## config.mk

```make
export PLATFORM = sky130hd
export DESIGN_NAME = keypad_scan
export DESIGN_NICKNAME = d
export VERILOG_FILES = /design/src/rtl/keypad_scan.sv
export SDC_FILE = /design/constraint.sdc
export NUM_CORES = 1
export LEC_CHECK = 0
export ABC_AREA = 0
export BUFFER_PORTS_ARGS = -buffer_cell sky130_fd_sc_hd__clkbuf_2
export CORE_ASPECT_RATIO = 1.5
export CORE_UTILIZATION = 45
export CTS_BUF_LIST = sky130_fd_sc_hd__clkbuf_16
export DETAILED_ROUTE_END_ITERATION = 6
export GPL_TIMING_DRIVEN = 0
export PLACE_DENSITY = 0.64
export SYNTH_ARGS = -nofsm -noshare
export SYNTH_HDL_FRONTEND = slang
export SYNTH_SLANG_ARGS = --single-unit
```

## constraint.sdc

```tcl
create_clock -name ck -period 5 [get_ports ck]
set_input_delay 0.25 -clock ck [delete_from_list [all_inputs] [get_ports ck]]
set_output_delay 0.25 -clock ck [all_outputs]
set_load 0.01 [all_outputs]
```

## src/rtl/keypad_scan.sv

```systemverilog
// 4x4 matrix keypad scanner: drives rows low one at a time, debounces a single
// pressed key and reports its hex code with a one-cycle strobe and a held level.
module keypad_scan #(
  parameter int SCAN_DIV    = 1000,
  parameter int DEB_SAMPLES = 4
) (
  input  logic       ck,
  input  logic       rst,
  input  logic [3:0] col_n,
  output logic [3:0] row_n,
  output logic [3:0] key,
  output logic       key_valid,
  output logic       key_held
);

  // state    | meaning
  // SCAN     | stepping rows, waiting for a single pressed column
  // DEBOUNCE | row held, counting consecutive samples of the same column
  // HELD     | key accepted, counting idle samples before releasing
  typedef enum logic [1:0] {SCAN, DEBOUNCE, HELD} state_t;

  localparam int DW = (SCAN_DIV > 1) ? $clog2(SCAN_DIV) : 1;
  localparam int CW = $clog2(DEB_SAMPLES + 1);
  localparam logic [DW-1:0] DIV_LAST = DW'(SCAN_DIV - 1);
  localparam logic [CW-1:0] DEB_LAST = CW'(DEB_SAMPLES);

  state_t state, state_nxt;

  logic [3:0]    col_m, col_s;
  logic [DW-1:0] div;
  logic [1:0]    r, r_nxt;
  logic [1:0]    cand_c, cand_nxt;
  logic [1:0]    col_idx;
  logic [CW-1:0] deb_cnt, deb_nxt;
  logic [CW-1:0] rel_cnt, rel_nxt;
  logic [3:0]    row_nxt;
  logic [3:0]    code;
  logic          sample_tick;
  logic          is_idle, is_single;
  logic          accept, advance;

  function automatic logic [3:0] key_code(input logic [1:0] row, input logic [1:0] col);
    logic [3:0] k;
    case ({row, col})
      4'h0: k = 4'h1;
      4'h1: k = 4'h2;
      4'h2: k = 4'h3;
      4'h3: k = 4'hA;
      4'h4: k = 4'h4;
      4'h5: k = 4'h5;
      4'h6: k = 4'h6;
      4'h7: k = 4'hB;
      4'h8: k = 4'h7;
      4'h9: k = 4'h8;
      4'hA: k = 4'h9;
      4'hB: k = 4'hC;
      4'hC: k = 4'hE;
      4'hD: k = 4'h0;
      4'hE: k = 4'hF;
      default: k = 4'hD;
    endcase
    return k;
  endfunction

  // Columns are asynchronous to ck; two flops before anything looks at them.
  always_ff @(posedge ck or posedge rst) begin
    if (rst) begin
      col_m <= 4'b1111;
      col_s <= 4'b1111;
    end else begin
      col_m <= col_n;
      col_s <= col_m;
    end
  end

  always_ff @(posedge ck or posedge rst) begin
    if (rst)                 div <= '0;
    else if (div == DIV_LAST) div <= '0;
    else                     div <= div + DW'(1);
  end

  assign sample_tick = (div == DIV_LAST);
  assign is_idle     = (col_s == 4'b1111);
  assign is_single   = $onehot(~col_s);

  always_comb begin
    col_idx = 2'd0;
    case (col_s)
      4'b1101: col_idx = 2'd1;
      4'b1011: col_idx = 2'd2;
      4'b0111: col_idx = 2'd3;
      default: col_idx = 2'd0;
    endcase
  end

  // State register
  always_ff @(posedge ck or posedge rst) begin
    if (rst) state <= SCAN;
    else     state <= state_nxt;
  end

  // Next-state logic
  always_comb begin
    state_nxt = state;
    accept    = 1'b0;
    advance   = 1'b0;
    if (sample_tick) begin
      case (state)
        SCAN: begin
          if (is_single) begin
            if (DEB_SAMPLES == 1) accept    = 1'b1;
            else                  state_nxt = DEBOUNCE;
          end else begin
            advance = 1'b1;
          end
        end
        DEBOUNCE: begin
          if (is_single && (col_idx == cand_c)) begin
            if ((deb_cnt + CW'(1)) == DEB_LAST) accept = 1'b1;
          end else begin
            state_nxt = SCAN;
            advance   = 1'b1;
          end
        end
        HELD: begin
          if (is_idle && ((rel_cnt + CW'(1)) == DEB_LAST)) begin
            state_nxt = SCAN;
            advance   = 1'b1;
          end
        end
        default: begin
          state_nxt = SCAN;
          advance   = 1'b1;
        end
      endcase
    end
    if (accept) state_nxt = HELD;
  end

  // Output and datapath next values
  always_comb begin
    r_nxt    = advance ? (r + 2'd1) : r;
    cand_nxt = cand_c;
    deb_nxt  = deb_cnt;
    rel_nxt  = rel_cnt;
    if (sample_tick) begin
      case (state)
        SCAN: begin
          if (is_single) begin
            cand_nxt = col_idx;
            deb_nxt  = CW'(1);
          end
        end
        DEBOUNCE: begin
          if (is_single && (col_idx == cand_c)) deb_nxt = deb_cnt + CW'(1);
        end
        HELD: begin
          if (is_idle) rel_nxt = rel_cnt + CW'(1);
          else         rel_nxt = '0;
        end
        default: ;
      endcase
    end
    if (accept) rel_nxt = '0;
    row_nxt = ~(4'b0001 << r_nxt);
    code    = key_code(r, cand_nxt);
  end

  always_ff @(posedge ck or posedge rst) begin
    if (rst) begin
      r         <= 2'd0;
      row_n     <= 4'b1110;
      cand_c    <= 2'd0;
      deb_cnt   <= '0;
      rel_cnt   <= '0;
      key       <= 4'h0;
      key_valid <= 1'b0;
      key_held  <= 1'b0;
    end else begin
      r         <= r_nxt;
      row_n     <= row_nxt;
      cand_c    <= cand_nxt;
      deb_cnt   <= deb_nxt;
      rel_cnt   <= rel_nxt;
      key_valid <= accept;
      key_held  <= (state_nxt == HELD);
      if (accept) key <= code;
    end
  end

endmodule

```

# Yosys cells after proc, flatten, opt, wreduce, memory -nomap -nowiden
# Memories as Yosys holds them, arrays and structs flattened. A register that Yosys moved wholly into a read port is not among the register bits.
# Cells that the tools add are included.
classes:
  addsub: 7
  n_mul: 0
  n_div: 0
  magnitude_cmp: 0
  n_eq_ne: 14
  shift: 1
  mux: 28
  bitwise: 2
  reduce_logical: 8
ops:
  columns: ["operator", "count"]
  rows:
  - ["two-way mux 2 bit", 9]
  - ["two-way mux 3 bit", 6]
  - ["== test 4 bit (second input constant)", 3]
  - ["one-hot mux 2 bit (3 select lines)", 2]
  - ["adder 10 x 1 -> 10 bit (second input constant)", 1]
  - ["== test 10 bit (second input constant)", 1]
  - ["two-way mux 10 bit", 1]
  - ["two-way mux 1 bit", 8]
  - ["inverter 4 bit", 2]
  - ["adder 3 x 1 -> 3 bit (second input constant)", 2]
  - ["== test 3 bit (second input constant)", 2]
  - ["one-hot mux 3 bit (2 select lines)", 1]
  - ["nonzero test 2 bit", 3]
  - ["adder 1 x 1 -> 2 bit", 2]
  - ["== test 2 bit (second input constant)", 2]
  - ["== test 4 x 3 -> 1 bit (second input constant)", 1]
  - ["inequality test 2 bit (second input constant)", 2]
  - ["AND reduction 4 bit", 1]
  - ["<< shifter 1 x 2 -> 4 bit (first input constant)", 1]
  - ["adder 2 x 2 -> 3 bit", 1]
  - ["== test 3 x 1 -> 1 bit (second input constant)", 1]
  - ["one-hot mux 1 bit (3 select lines)", 1]
  - ["adder 2 x 1 -> 2 bit (second input constant)", 1]
  - ["== test 2 x 1 -> 1 bit (second input constant)", 1]
  - ["other kinds (4)", 5]
totals:
  reg_bits: 36
  latch_bits: 0
  mem_bits_rw: 0
  mem_bits_ro: 64
  in_bits: 6
  elab_cells: 72
  n_memories: 1
mem_list:
  columns: ["name", "words", "width", "rd", "rd_ports_with_merged_regs", "wr", "line_no", "text"]
  rows:
  - ["(name not given)", 16, 4, 1, 1, 0, "44", "case ({row, col})"]

# Depth between registers and ports, before layout
# Gate-level depths: netlist of run 1.
logic_depth:
  word_depth: 11
  mapped_depth: 13

# Least setup slack after synthesis of run 1
# No wires, ideal clock.
synth_path:
  path_type: "reg2reg"
  from: "register col_s[0]"
  to: "register key[2]"
  setup_ps: 77
  arrival_ps: 3276
  t_required_ps: 4923
  setup_slack_ps: 1646
  path_stages_with_launch: 14
  period_less_slack_ps: 3354
  cell_sequence: "dfstp_2 fa_1 inv_1 ha_1 ha_1 or3b_2 nor2_1 nand3_1 mux2i_1 inv_1 ha_1 mux2i_1 a22oi_1 a21oi_1"
synth_via:
  elab_cells_between_ends: 16
  cone_classes: "add/sub: 2; eq/ne: 5; mux: 7; bitwise: 1; reduce/logical: 1"
synth_lines:
  columns: ["element", "line_no", "text"]
  rows:
  - ["from (decl)", "29", "logic [3:0] col_m, col_s;"]
  - ["from (signal assigned)", "72", "col_s <= col_m;"]
  - ["inverter 4 bit", "84", "assign is_single = $onehot(~col_s);"]
  - ["adder 1 x 1 -> 2 bit (not written as such)", "84", null]
  - ["adder 2 x 2 -> 3 bit (not written as such)", "84", null]
  - ["== test 3 x 1 -> 1 bit", "84", null]
  - ["two-way mux 2 bit (*)", "149", "if (is_single) begin"]
  - ["two-way mux 2 bit (*)", "147", "case (state)"]
  - ["two-way mux 2 bit (*)", "146", "if (sample_tick) begin"]
  - ["net cand_nxt[1]", "32", "logic [1:0] cand_c, cand_nxt;"]
  - ["to (decl)", "11", "output logic [3:0] key,"]
# Mark *: on every way through the listed nets, which the timed path passes. The rest lies on a longest branch.
# A chain may end at the register's enable or synchronous reset.

# Worst setup path after layout of run 1
# Ends and elaborated chain as after synthesis.

==> flow_metrics.tcl, run 1 <==
set metrics [dict create \
    muxShareOfSynthArea_pct 3.389 \
    synth_cell_types 46 \
    start_kind "register" \
    cts_root_buf "clkbuf_16" \
    grt_pass1_vias 1540 \
    slew_violations 0 \
    grt_first_pass_wirelength_um 6720 \
    async_flop_share_pct 100.0 \
    ys.flop_type "dfrtp_1" \
    worst-path-buf-inv 2 \
    cts_buffer_depth 2 \
    cts_made_buffers 5 \
    ys_warn_count 0 \
    drc_errors 1 \
    setup.worst_path.class "reg2reg" \
    layout-drive-gt1-share_pct 21.24 \
    grt_max_degree 41 \
    fmax_mhz 262.5 \
    cts_sinks 40 \
    post-cts-setup-buffers 0 \
    io_pins 16 \
    vdd_ir_drop_max_mv 0.1994 \
    rows 30 \
    relSlewSlack_pct 46.43 \
    clock_skew_ns 0.002851 \
    syn-cell-area_um2 2105 \
    synth_compound_area_share_pct 10.58 \
    syn2layout_area_growth_pct 14.09 \
    synth_edf_count 0 \
    gr-usage-all-layers_pct 17.79 \
    yosys.area_share.adder_pct 9.810 \
    dr.pass1.iters 6 \
    critPathSlowestCell "fa_1" \
    core_um2 4504 \
    seq_area_frac_synth_pct 48.22 \
    critical_path_arrival_ns 4.02 \
    n_antenna_cell 0 \
    min_period_ns 3.810 \
    crit_path_end_kind "register" \
    synth_cells 203 \
    cts_tree "yes" \
    synth_xor_area_share_pct 4.102 \
    rsz0062_at_grt "false" \
    fin_setup_tns_ns 0 \
    synth.area.top_cells "dfrtp_1 34%, dfstp_2 14%, ha_1 8.3%, nand2_1 3.6%, nor2_1 3.6%" \
    yosys.area.top_type "dfrtp_1" \
    gp_congestion 0.7513 \
    die_h_um 85.76 \
    netlist.area_leader.share_pct 34.48 \
    p_leak_nw 1.144 \
    worst_hold_path_type "in2reg" \
    nets 246 \
    fp.dieW_um 57.84 \
    path_cells "fa_1, inv_1, ha_1, ha_1, or3b_2, nor2_1, nand3_1, mux2i_1, inv_1, ha_1, mux2i_1, a22oi_1, a21oi_1" \
    crit_required_ns 5.21 \
    worstPathMaxFanout 6 \
    power.density_nw_per_um2 293.8 \
    vias_per_cell 5.325 \
    final_area_um2 2401 \
    placed_cell_area_um2 2240 \
    ctsHoldBuffers 0 \
    antenna_found_initial 0 \
    synth_top_family_by_area "simple AND/OR/NAND/NOR gates" \
    status "complete, but fails checks" \
    hold_viol_final 0 \
    numPortBuffers 15 \
    finalCritPeriodShare_pct 76.19 \
    slowest_delay_ns 0.54 \
    via_count 1459 \
    setup_viol 0 \
    dp_hpwl_um 2659 \
    fp.dieArea_um2 4960 \
    wl_per_cell_um 13.62 \
    yosys_register_bits 40 \
    violations "design-rule violations" \
    synthSimpleGateAreaFrac_pct 19.62 \
    routed_wl_um 3731 \
    path_delay_family "adder cells" \
    tightest_slew_ns 0.8024 \
    post_cts_resized 0 \
    max_cap_viol_count 0 \
    clk_latency_ns 0.28 \
    crit_top_cell "ha_1" \
    postRouteAntennaNets 0 \
    start_util_pct 46.72 \
    clkSlewWorstSetupHoldPaths_ns 0.06 \
    drt-initial-drc-count 45 \
    synth.avg_cell_area_um2 10.37 \
    gr-total-overflow 0 \
    cts_max_level 2 \
    timing.hold.ws_ns 0.04402 \
    syn_nets 224 \
]
==> per-layer routing <==
layer	track usage (%)	part of all wire [%]	up-vias
met5	0	0	-
met4	8.442	2.3	0
met3	3.620	1.8	7
met2	33.02	54	12
met1	18.55	42	709
li1	-	-	731
==> through the flow <==
stage | util, % | setup slack (ns) | power [W] | cells
6_report | 53.31 | 1.190 | 0.0007054 | 274
3_5_place_dp | 49.72 | 1.218 | 0.0003712 | 266
5_1_grt | 53.31 | 0.8533 | 0.0007310 | 274
2_1_floorplan | - | 1.646 | 0.0003625 | 203
4_1_cts | 53.31 | 1.166 | 0.0007133 | 274
3_3_place_gp | 49.72 | 1.257 | 0.0003702 | 266
==> cell families (layout without fill, tap and decap cells) <==
family                   Yosys count  count (layout)
AO/OA/AOI/OAI                     32              32
XOR/XNOR                           9               9
multiplexers                       7               7
AND/OR/NAND/NOR                   79              79
flip-flops                        40              40
buffers and inverters             20              43
adder cells (fa/ha/maj)           16              16
==> synth_stat cells, types with 3 or more instances <==
cell      instances
dfrtp_1          29
xnor2_1           3
nor2_1           20
nand2b_1          7
inv_1            14
nor3_1            5
nand2_1          20
a21oi_1           8
clkbuf_1          3
dfstp_2          11
o21ai_0           8
nand3_1          10
mux2i_1           6
xor2_1            5
ha_1             14
==> report_power, final <==
part	leakage, nW	switching (W)	total (W)	internal, W
sequential	0.507	0.00000188	0.000332	0.000330
clock	0.0823	0.000125	0.000339	0.000214
combinational	0.555	0.0000215	0.0000342	0.0000127
==> cell usage in the layout, fill, tap and decap left out, drive strengths merged, types with 3 or more instances in the layout <==
cell type and instances:
xnor2 4, inv 15, ha 14, mux2i 6
dfstp 11, nor3 7, dfrtp 29, xor2 5
nand2 20, nand3 10, nor2 20, a21oi 9
o21ai 10, buf 3, nand2b 7, and2 3
clkbuf 24
==> registers in the layout, indices dropped and copies added (netlist names) <==
register,flops
key_held,1
r,2
key_valid,1
col_m,4
cand_c,2
key,4
div,10
col_s,4
deb_cnt,3
rel_cnt,3
row_n,4
state,2
==> final cells by class <==
type                       instances  area, um2
tap                               48      60.06
sequential                        40       1015
multi-input combinational        143      999.7
timing repair buffer              15      75.07
clock buffer                       6      150.1
buffer                             6      37.54
clock inverter                     2      11.26
inverter                          14      52.55
fill                             407       2103
==> worst register-to-register path, stage by stage, from the launching register on <==
cell,delay (ns)
dfstp_2,0.38
fa_1,0.54
inv_1,0.04
ha_1,0.17
ha_1,0.26
or3b_2,0.52
nor2_1,0.22
nand3_1,0.29
mux2i_1,0.48
inv_1,0.16
ha_1,0.30
mux2i_1,0.14
a22oi_1,0.09
a21oi_1,0.16
==> worst paths after layout <==
check                           cells after the start                endpoint                from  slack [ns]
worst min-delay path                                1      col_m[2]$_DFF_PP1_            col_n[2]        0.04
worst min register to register                      0      col_s[0]$_DFF_PP1_  col_m[0]$_DFF_PP1_        0.36
worst max-delay path                               13      key[2]$_DFFE_PP0N_  col_s[0]$_DFF_PP1_        1.19
worst max register to register                     13      key[2]$_DFFE_PP0N_  col_s[0]$_DFF_PP1_        1.19
max in group asynchronous                           2     cand_c[0]$_DFF_PP0_                 rst        4.38
min in group asynchronous                           2  deb_cnt[0]$_DFFE_PP0P_                 rst        0.10
No activity file was read; power rests on OpenSTA's default activity.
==> run 2: changes to the inputs <==
Clock period 5 ns to 3.7 ns, I/O delays scaled along.
==> run 2 against run 1 <==
Die area unchanged. Flip-flop and latch count unchanged. First-iteration DRC count down 16%. Register-to-register slack worse by 0.89 ns. Cell count up 1.5%. The run still ends with design-rule violations left. Worst setup slack worse by 0.89 ns. Sequential share of layout area down 1.4 points. Via count up 1.1%. Critical path type unchanged.
==> flow_metrics.tcl, run 2 (synthesis results as in run 1) <==
set metrics [dict create \
    gr-usage-all-layers_pct 18.30 \
    die_h_um 85.76 \
    use_met3_pct 3.771 \
    start_util_pct 46.72 \
    antenna_found_initial 0 \
    worstPathMaxFanout 6 \
    n_antenna_cell 0 \
    hold_viol_final 0 \
    core_um2 4504 \
    crit_path_end_kind "register" \
    drc_errors 1 \
    syn2layout_area_growth_pct 18.13 \
    clkSlewWorstSetupHoldPaths_ns 0.06 \
    critical_path_arrival_ns 3.61 \
    grt_first_pass_wirelength_um 6906 \
    final_common_cell "dfrtp_1" \
    finalCritPeriodShare_pct 91.93 \
    fmax_mhz 294.0 \
    slew_violations 0 \
    power_w 0.0009603 \
    gp_congestion 0.7513 \
    top_register "div" \
    dp_hpwl_um 2659 \
    cts_root_buf "clkbuf_16" \
    io_pins 16 \
    vdd_ir_drop_max_mv 0.2698 \
    min_period_ns 3.401 \
    max_cap_viol_count 0 \
    clock_skew_ns 0.002862 \
    power.density_nw_per_um2 386.3 \
    routed_wl_um 3834 \
    relSlewSlack_pct 45.87 \
    drt-initial-drc-count 38 \
    use_met1_pct 19.23 \
    grt_pass1_vias 1567 \
    grt_util_met2_pct 33.33 \
    fin_setup_tns_ns 0 \
    cts_sinks 40 \
    numPortBuffers 15 \
    rsz0062_at_grt "false" \
    setup.worst_path.class "reg2reg" \
    start_kind "register" \
    crit_start "col_s[0]$_DFF_PP1_" \
    wl_per_cell_um 13.79 \
    setup_viol 0 \
    cts_tree "yes" \
    cts_max_level 2 \
    clk_latency_ns 0.28 \
    worst_hold_path_type "in2async" \
    p_leak_nw 1.153 \
    status "complete, but fails checks" \
    cts_made_buffers 5 \
    tightest_slew_ns 0.8108 \
    r2r_start "col_s[0]$_DFF_PP1_" \
    crit_required_ns 3.91 \
    finish.utilization_pct 55.19 \
    endpoint "key[2]$_DFFE_PP0N_" \
    largest_reg_flops 10 \
    nets 250 \
    worst_r2r_endpoint "key[2]$_DFFE_PP0N_" \
    postRouteAntennaNets 0 \
    vias_per_cell 5.306 \
    cts_buffer_depth 2 \
    violations "design-rule violations" \
    layout-drive-gt1-share_pct 22.61 \
    final_cell_mix "29 x dfrtp_1, 20 x nand2_1, 19 x nor2_1" \
    via_count 1475 \
    r2r_slack_ns 0.30 \
    gr-total-overflow 0 \
    fp.dieArea_um2 4960 \
    dr.pass1.iters 6 \
    fp.dieW_um 57.84 \
    grt_max_degree 41 \
    reg2reg_depth 13 \
    grt-busiest-layer "met2" \
    rows 30 \
]
[run 2: cell types whose count changed in the layout (fill, tap and decap cells not counted), sizes merged]
cell	change
dlygate4sd3	+4
[run 2: timing repair]
| action | 4_1_cts | 5_1_grt |
|---|---|---|
| endpoints found under the setup margin | 3 | 3 |
| resized for setup | 4 | 4 |
| hold buffers | 4 | 0 |
| setup buffers | 0 | 0 |
| endpoints found under the hold margin | 4 | 0 |
[run 2: layout make-up]
type                       count  area (um2)
inverter                      14       52.55
sequential                    40        1015
clock inverter                 2       11.26
tap                           48       60.06
multi-input combinational    143        1045
timing repair buffer          19       115.1
fill                         398        2018
clock buffer                   6       150.1
buffer                         6       37.54
[run 2: critical path, stage by stage (launching register included)]
cell and delay, ns:
dfstp_2 0.38, fa_1 0.54, inv_1 0.04, ha_1 0.17
ha_1 0.26, or3b_2 0.54, nor2_4 0.16, nand3_4 0.16
mux2i_4 0.28, inv_1 0.11, ha_1 0.28, mux2i_1 0.14
a22oi_1 0.09, a21oi_1 0.16
[run 2: worst min-delay path by stage]
stage,startpoint,to,slack [ns],depth (start not counted)
2_1_floorplan,col_n[0],col_m[0]$_DFF_PP1_,0.19,0
3_3_place_gp,col_n[1],col_m[1]$_DFF_PP1_,0.27,1
3_5_place_dp,col_n[1],col_m[1]$_DFF_PP1_,0.27,1
4_1_cts,rst,row_n[0]$_DFF_PP0_,0.07,2
5_1_grt,rst,r[1]$_DFF_PP0_,0.14,2
6_report,rst,deb_cnt[0]$_DFFE_PP0P_,0.04,2
[run 2: through the flow]
stage	worst slack (ns)	std cells	hold slack (ns)	instance area [um2]
3_5_place_dp	-0.08205	266	0.2741	2240
5_1_grt	0.06031	278	0.1405	2486
4_1_cts	0.07621	278	0.07461	2462
6_report	0.2985	278	0.04383	2486
3_3_place_gp	-0.04348	266	0.2720	2240
2_1_floorplan	0.3464	203	0.1895	2105
[run 2: metal layers]
metal / wire, um / vias up
li1: - / 740
met1: 1544 / 712
met2: 2127 / 16
met3: 74 / 7
met4: 86 / 0
met5: 0 / -
[run 2: power breakdown]
part / internal [W] / total [W] / switching (W)
logic: 0.0000210 / 0.0000539 / 0.0000329
registers: 0.000446 / 0.000448 / 0.00000254
clock network: 0.000290 / 0.000458 / 0.000169
total: 0.000756 / 0.000960 / 0.000204
